## config.mk

```make
export PLATFORM = sky130hd
export DESIGN_NAME = fetch_stage
export DESIGN_NICKNAME = d
export VERILOG_FILES = /design/src/rtl/fetch_stage_pkg.sv /design/src/rtl/fetch_fifo.sv /design/src/rtl/fetch_stage.sv
export SDC_FILE = /design/constraint.sdc
export NUM_CORES = 1
export LEC_CHECK = 0
export ABC_AREA = 0
export CORE_MARGIN = 2
export CORE_UTILIZATION = 25
export DETAILED_ROUTE_END_ITERATION = 8
export PLACE_DENSITY_LB_ADDON = 0.3
export SKIP_LAST_GASP = 1
export SLEW_MARGIN = 20
export SYNTH_ARGS = -nofsm -noshare
export SYNTH_HDL_FRONTEND = slang
export SYNTH_SLANG_ARGS = --single-unit
```

## constraint.sdc

```tcl
create_clock -name clk -period 3.4 [get_ports clk]
set_input_delay 1.02 -clock clk [delete_from_list [all_inputs] [get_ports clk]]
set_output_delay 1.02 -clock clk [all_outputs]
set_load 0.01 [all_outputs]
```

## src/rtl/fetch_stage_pkg.sv

```systemverilog
// Shared types and constants for the instruction fetch stage.
// Holds the fetch FSM state encoding, the PC increment and the instruction/address word type.
package fetch_stage_pkg;

    typedef logic [31:0] word_t;

    typedef enum logic [1:0] {
        BOOT = 2'd0,
        RUN  = 2'd1,
        HALT = 2'd2
    } state_t;

    localparam word_t PC_INC = 32'd4;

endpackage

```

## src/rtl/fetch_fifo.sv

```systemverilog
// Prefetch FIFO for the fetch stage: DEPTH entries of {pc, instr}, with a synchronous flush.
// The caller never pushes when full or pops when empty; pointers wrap modulo DEPTH.
module fetch_fifo
    import fetch_stage_pkg::*;
#(
    parameter  int DEPTH = 4,
    localparam int AW    = $clog2(DEPTH),
    localparam int CW    = $clog2(DEPTH) + 1
) (
    input  logic          clk,
    input  logic          reset,
    input  logic          i_clear,
    input  logic          i_push,
    input  logic [63:0]   i_push_data,
    input  logic          i_pop,
    output logic [63:0]   o_head,
    output logic          o_empty,
    output logic [CW-1:0] o_count
);

    logic [63:0]   r_mem [DEPTH];
    logic [AW-1:0] r_wr_ptr;
    logic [AW-1:0] r_rd_ptr;
    logic [CW-1:0] r_count;

    // NOTE: sequential state is assigned with <= so every register samples pre-edge values.
    always_ff @(posedge clk) begin
        if (reset || i_clear) begin
            r_wr_ptr <= '0;
            r_rd_ptr <= '0;
            r_count  <= '0;
        end else begin
            if (i_push) begin
                r_wr_ptr <= r_wr_ptr + AW'(1);
            end
            if (i_pop) begin
                r_rd_ptr <= r_rd_ptr + AW'(1);
            end
            case ({i_push, i_pop})
                2'b10:   r_count <= r_count + CW'(1);
                2'b01:   r_count <= r_count - CW'(1);
                default: r_count <= r_count;
            endcase
        end
    end

    // NOTE: storage has no reset; o_empty gates every read, so stale contents are never observed.
    always_ff @(posedge clk) begin
        if (i_push) begin
            r_mem[r_wr_ptr] <= i_push_data;
        end
    end

    assign o_head  = r_mem[r_rd_ptr];
    assign o_empty = (r_count == '0);
    assign o_count = r_count;

endmodule

```

## src/rtl/fetch_stage.sv

```systemverilog
// Instruction fetch stage: PC sequencing, single-outstanding imem requests and a prefetch FIFO.
// Define FETCH_BYPASS_EN to forward a response straight to decode when the FIFO is empty.
module fetch_stage
    import fetch_stage_pkg::*;
#(
    parameter  int          DEPTH    = 4,
    parameter  logic [31:0] RESET_PC = 32'h0000_0000,
    localparam int          CW       = $clog2(DEPTH) + 1
) (
    input  logic          clk,
    input  logic          reset,
    input  logic          redirect_valid,
    input  logic [31:0]   redirect_pc,
    input  logic          halt_req,
    output logic          imem_req,
    output logic [31:0]   imem_addr,
    input  logic [31:0]   imem_rdata,
    output logic          instr_valid,
    output logic [31:0]   instr_out,
    output logic [31:0]   instr_pc,
    input  logic          decode_ready,
    output logic [CW-1:0] fifo_count,
    output logic          halted
);

    state_t        r_state;
    word_t         r_pc;
    logic          r_inflight;
    word_t         r_inflight_pc;

    state_t        w_next_state;
    logic          w_issue;
    logic          w_room;
    logic          w_resp;
    logic          w_push;
    logic          w_pop;
    logic [63:0]   w_fifo_head;
    logic          w_fifo_empty;
    logic [CW-1:0] w_fifo_count;

    // Count the outstanding request as occupied so its response always has a slot.
    assign w_room = (({1'b0, w_fifo_count} + (CW + 1)'(r_inflight)) < (CW + 1)'(DEPTH));

    // NOTE: every always_comb output gets a default first, so no path can infer a latch.
    always_comb begin
        w_next_state = r_state;
        w_issue      = 1'b0;
        case (r_state)
            BOOT: w_next_state = RUN;
            RUN: begin
                w_issue = !halt_req && w_room;
                if (halt_req) begin
                    w_next_state = HALT;
                end
            end
            HALT:    w_next_state = HALT;
            default: w_next_state = BOOT;
        endcase
        if (redirect_valid) begin
            w_issue      = 1'b0;
            w_next_state = RUN;
        end
    end

    always_ff @(posedge clk) begin
        if (reset) begin
            r_state       <= BOOT;
            r_pc          <= RESET_PC;
            r_inflight    <= 1'b0;
            r_inflight_pc <= '0;
        end else begin
            r_state    <= w_next_state;
            r_inflight <= w_issue;
            if (redirect_valid) begin
                r_pc <= redirect_pc;
            end else if (w_issue) begin
                r_pc          <= r_pc + PC_INC;
                r_inflight_pc <= r_pc;
            end
        end
    end

    // A response landing in a redirect cycle belongs to the abandoned path.
    assign w_resp = r_inflight && !redirect_valid;

`ifdef FETCH_BYPASS_EN
    logic w_bypass;

    always_comb begin
        w_bypass    = w_resp && w_fifo_empty;
        instr_valid = !w_fifo_empty || w_bypass;
        w_pop       = !w_fifo_empty && decode_ready && !redirect_valid;
        w_push      = w_resp && !(w_bypass && decode_ready);
        instr_out   = '0;
        instr_pc    = '0;
        if (w_bypass) begin
            instr_out = imem_rdata;
            instr_pc  = r_inflight_pc;
        end else if (!w_fifo_empty) begin
            instr_out = w_fifo_head[31:0];
            instr_pc  = w_fifo_head[63:32];
        end
    end
`else
    always_comb begin
        instr_valid = !w_fifo_empty;
        w_pop       = !w_fifo_empty && decode_ready && !redirect_valid;
        w_push      = w_resp;
        instr_out   = '0;
        instr_pc    = '0;
        if (!w_fifo_empty) begin
            instr_out = w_fifo_head[31:0];
            instr_pc  = w_fifo_head[63:32];
        end
    end
`endif

    fetch_fifo #(
        .DEPTH (DEPTH)
    ) u_fifo (
        .clk         (clk),
        .reset       (reset),
        .i_clear     (redirect_valid),
        .i_push      (w_push),
        .i_push_data ({r_inflight_pc, imem_rdata}),
        .i_pop       (w_pop),
        .o_head      (w_fifo_head),
        .o_empty     (w_fifo_empty),
        .o_count     (w_fifo_count)
    );

    assign imem_req   = w_issue;
    assign imem_addr  = r_pc;
    assign fifo_count = w_fifo_count;
    assign halted     = (r_state == HALT);

endmodule
```

* Yosys cells after proc, flatten, opt, wreduce, memory -nomap -nowiden
Memories as Yosys holds them, arrays and structs flattened. A register that Yosys moved wholly into a read port is not among the register bits.
Index checks and enable logic that the tools add are counted.
W data, S select, Z words.
** Word-level totals
- Bits in registers :: 74
- Bits in latches :: 0
- RAM bits :: 256
- Bits in read-only memories :: 0
- Bits of input ports :: 69
- Output and inout bits :: 102
- Memories kept :: 1
** Operators by class
- Add/subtract/negate cells :: 6
- $mul :: 0
- Div/mod/pow operators :: 0
- $lt $le $gt $ge :: 1
- Equality and inequality tests :: 6
- Shift-type cells :: 0
- Mux-type cells :: 14
- Bitwise operators :: 1
- Reductions and logical operators :: 14
** Memories
- u_fifo.r_mem :: words 4, bits a word 64, read ports 1, clocked after Yosys merged registers in 1, wr ports 1, RTL line fetch_fifo.sv:21 : logic [63:0] r_mem [DEPTH];
** Operators by type and width (count)
- $mux W32 :: 4
- $add A32 B3 Y32 const B :: 1
- $mux W2 :: 3
- $pmux W2 S3 :: 1
- $pmux W3 S2 :: 1
- $mux W1 :: 5
- $add A2 B1 Y2 const B :: 2
- $add A3 B1 Y4 :: 1
- $eq A2 B1 Y1 const B :: 2
- $eq A2 B2 Y1 const B :: 2
- $logic_and A1 B1 Y1 :: 4
- $lt A4 B3 Y1 const B :: 1
- $reduce_bool A2 Y1 :: 2
- $add A3 B1 Y3 const B :: 1
- $logic_not A1 Y1 :: 3
- $logic_not A3 Y1 :: 1
- $ne A3 B3 Y1 const B :: 1
- $sub A3 B1 Y3 const B :: 1
- $logic_not A2 Y1 :: 1
- $ne A2 B2 Y1 const B :: 1
- $reduce_and A2 Y1 :: 1
- $reduce_or A2 Y1 :: 1
- $logic_or A1 B1 Y1 :: 1
- $not A1 Y1 :: 1

* Logic depth before layout (Yosys ltp)
- Depth after elaboration :: 7
- Depth in mapped cells :: 10
- Gate-level depth less buffers :: 9

* Cells and area by module
Synthesis repeated with hierarchy kept, for this count alone.
** Second synthesis, totals
- Cell total of the unflattened synthesis :: 871
- Area, all modules :: 13511.7 sq um
** Modules (own cells, without submodules)
- fetch_fifo :: instances 1, cells each 381, area an instance 9744.3 sq um, sequential area each 7867.5 sq um
- fetch_stage :: instances 1, cells each 490, area an instance 3767.4 sq um, sequential area each 1341.3 sq um

* Worst setup path before layout
OpenSTA, ideal clock, no wires.
- Path type :: in2reg
- From :: input port redirect_valid
- To :: memory u_fifo.r_mem[0][0] (enable)
- Arrival :: 3.139 ns
- Required time :: 2.971 ns
- Setup slack :: -0.168 ns
- Stages on the path :: 4
- Buffers on the path :: 2
- Cells stage by stage :: clkbuf_1 > clkbuf_1 > nor2b_1 > and2_1
** Between the ends
- Word-level cells in the longest chain between the ends :: 4
** Ends and longest elaborated chain
- start, declared :: RTL line fetch_stage.sv:12 : input logic redirect_valid,
- $logic_not A1 Y1 :: RTL line fetch_stage.sv:84 : assign w_resp = r_inflight && !redirect_valid;
- $logic_and A1 B1 Y1 :: RTL line fetch_stage.sv:84
- $mux W1 :: RTL line fetch_fifo.sv:49 : if (i_push) begin
- $mux W1 (not written as such) :: RTL line fetch_fifo.sv:50 : r_mem[r_wr_ptr] <= i_push_data;
- end, declared :: RTL line fetch_fifo.sv:21
Every way passes these cells.

==> impl_metrics.csv <==
group,metric,value,unit
cts,htreeDepth,2,
floorplanning,coreArea,52400,um2
critical_path,cp.depth,4,
placed_design,port_buffers,170,
routing,via_count,7912,
critical_path,cp.required,2.38,ns
timing,hold_viol_final,0,
pwr,power_density,501,nW/um2
global_routing,antenna_found_initial,0,
routing,antenna_left,0,
placed_design,hpwlAfterDp,22500,um
cts,cts.sinks,332,
floorplanning,die_area,54800,um2
routing,routed_via_density,4.49,
synth,ys_seq_elements,332,
status,status,"finished, final reports clean",
critical_path,worst-path-buf-inv,2,
global_routing,grt_max_degree,65,
run,drv_cap,0,
synth,synth.distinct_cells,47,
global_routing,grt_pass1_vias,8177,
floorplanning,start_util,25.2,%
routing,wirelength,35600,um
cts,clk_pin_slew_worst_paths,0.06,ns
timing,period_needed,3.39,ns
timing,finalCritPeriodShare,99.6,%
final_layout,area_delta_synth_final,33.1,%
critical_path,worst_setup_path_end_kind,"output port",
floorplanning,placementRows,84,
synth,ys.flop_type,"edfxtp_1",
placed_design,gp_congestion,0.779,
timing,clock.fmax,295,MHz
cts,cts_root_buf,"clkbuf_16",
cts,clk_path_buf_depth,3,
placed_design,placement.cell_area,16100,um2
pwr,power.leakage,5.76,nW
routing,drtPass1Iterations,5,
final_layout,fin_area,17600,um2
floorplanning,dieWidth,234,um
timing,setup_slack,0.0128,ns
synth,ys_seq_area_share,69.6,%
placed_design,dp_slack,-0.321,ns
final_layout,mostFrequentLayoutCells,"edfxtp_1, clkdlybuf4s50_1, nor2_1, dfxtp_1, and2_1",
routing,drc_errors,0,
critical_path,worstPathCellList,"buf_12 > mux4_2 > and2_1 > clkdlybuf4s50_1",
timing,slew_viol_final,0,
floorplanning,fp.dieH,234,um
timing,skew,0.0178,ns
cts,clk-insertion-delay-late,0.55,ns
global_routing,track_usage,13.0,%
placed_design,placed_cells,1664,
timing,slew_headroom,49.8,%
pwr,ir_worst_vdd,289,uV
critical_path,path_delay_family,"buffers and inverters",
routing,drtIter0Drc,478,
synth,synth_cells,817,
timing,tightestPinTransition,0.753,ns
floorplanning,ios,171,
synth,syn_area_per_cell,16.2,um2
critical_path,rr_worst_depth,7,
synth,syn_nets,896,
synth,yosys_warnings,0,
timing,rsz0062_at_grt,"true",
final_layout,fill_cells,5081,
cts,tritoncts,"done",
min_path,min_path_type,"register to register",
critical_path,cp.arrival,2.37,ns
routing,routedWlPerCell,20.2,um
min_path,min_path_cells,0,
final_layout,layout-drive-gt1-share,18.6,%
global_routing,grt_pass1_wl,52600,um
critical_path,crit_path_start_kind,"register",
global_routing,grt.overflow.total,0,
final_layout,fin_cells,1761,
synth,syn_area,13200,um2
critical_path,cpMaxStageDelayCell,"mux4_2",
final_layout,nNetsFinal,1124,
cts,cts-buffers-inserted,38,
critical_path,cp_max_fo,8,
final_layout,final_common_cell,"edfxtp_1",
synth,synthArstFlopShare,0,%
critical_path,critPathMaxStageDelay,0.53,ns
timing,setup_viol,0,
critical_path,criticalPathCategory,"register to output port",
synth,synth_edf_count,256,
-- through the flow --
| step | setup TNS [ns] | utilization [%] | hold slack, ns | power (mW) |
|---|---|---|---|---|
| after floorplan | 0 | - | 0.459 | 4.66 |
| after global placement | -0.329 | 30.7 | 0.485 | 4.90 |
| after detailed placement | -0.336 | 30.7 | 0.498 | 4.91 |
| after CTS | -1.75 | 33.5 | 0.513 | 8.98 |
| after global routing | -1.65 | 33.6 | 0.531 | 9.16 |
| final | 0 | 33.6 | 0.513 | 8.84 |
-- state kept, by name, indices dropped and copies added, names as in the netlist, named ones only --
register,cells
u_fifo.r_mem,256
r_inflight_pc,32
imem_addr,32
u_fifo.r_rd_ptr,2
r_state,2
u_fifo.r_wr_ptr,2
r_inflight,1
u_fifo.o_count,3
-- layout make-up --
cell class | instances | area [um2] | share of cell area [%]
inverters | 19 | 71.3 | 0.405
well taps | 688 | 861 | 4.88
clock buffers | 55 | 1080 | 6.11
diodes | 1 | 2.50 | 0.0142
flip-flops and latches | 332 | 9220 | 52.3
clock inverters | 12 | 141 | 0.802
repair buffers | 236 | 2470 | 14.0
multi-input cells | 418 | 3790 | 21.5
-- cell families after synthesis --
| family | after synthesis | synth area share [%] |
|---|---|---|
| and+or+nand+nor | 235 | 9.54 |
| buffers and inverters | 67 | 1.98 |
| adders and majority gates | 10 | 1.00 |
| AOI/OAI and AO/OA | 64 | 3.70 |
| DFF | 332 | 69.6 |
| xor gates and xnor gates | 8 | 0.529 |
| muxes | 101 | 13.7 |
-- power by group --
part | switching, mW | internal [mW] | leakage (nW) | total (mW)
sequential | 0.0667 | 4.39 | 2.75 | 4.46
combinational | 0.168 | 0.193 | 2.42 | 0.361
clock | 1.59 | 2.43 | 0.587 | 4.02
total | 1.83 | 7.01 | 5.76 | 8.84
-- per-layer routing --
metal,up-vias,GRT usage (%),wire (um)
met1,4011,17.0,15900
met4,0,3.88,850
li1,3644,-,-
met3,52,3.30,1950
met5,-,0,0
met2,205,21.4,16900
-- path summary, 6_finish.rpt --
check | startpoint | end | slack (ns)
max | register | instr_pc[11] | 0.01
min | r_inflight_pc[27]$_SDFFE_PP0P_ | u_fifo.r_mem[1][59]$_DFFE_PP_ | 0.51
min reg2reg | r_inflight_pc[27]$_SDFFE_PP0P_ | u_fifo.r_mem[1][59]$_DFFE_PP_ | 0.51
max reg2reg | r_state[1]$_SDFFE_PP0P_ | imem_addr[29]$_SDFFE_PP0P_ | 0.98
-- cells in the mapped netlist (2+ instances only) --
master       n  area [um2]
buf_2        9        45.0
dfxtp_1     76        1520
nand3_1      8        40.0
mux2i_1     37         370
mux4_2      64        1440
a211oi_1     5        37.5
nand2_1     22        82.6
buf_1        4        15.0
nor2b_1      2        12.5
o31ai_1      8        60.1
or4_1        9        67.6
and2_1      70         438
o31a_1       4        35.0
nand4_1     14        87.6
nor2_1      73         274
xnor2_1      3        26.3
clkbuf_1    35         131
a2111oi_0    7        61.3
or3_1       11        68.8
o21ai_0     12        60.1
xor2_1       5        43.8
a311oi_1    16         140
nand2b_1     2        12.5
ha_1         9         113
nor4_1       6        37.5
inv_1       18        67.6
a21oi_1      3        15.0
edfxtp_1   256        7690
and3_1       8        50.1
and4_1       4        35.0
-- worst reg2reg max path: stages, from the launching register on --
cell and delay, ns:
dfxtp_1 0.32, inv_1 0.08, ha_1 0.17, or3b_4 0.40, buf_4 0.15, or4_4 0.50
or4_1 0.52, and3_1 0.16
-- repair_timing --
| action | 4_1_cts | 5_1_grt |
|---|---|---|
| endpoints found under the setup margin | 64 | 43 |
| hold buffers | 0 | 0 |
| cloned | 3 | 1 |
| setup buffers | 13 | 15 |
| pin swaps | 1 | 1 |
| gates resized for setup | 47 | 21 |
(Power assumes the default switching activity.)
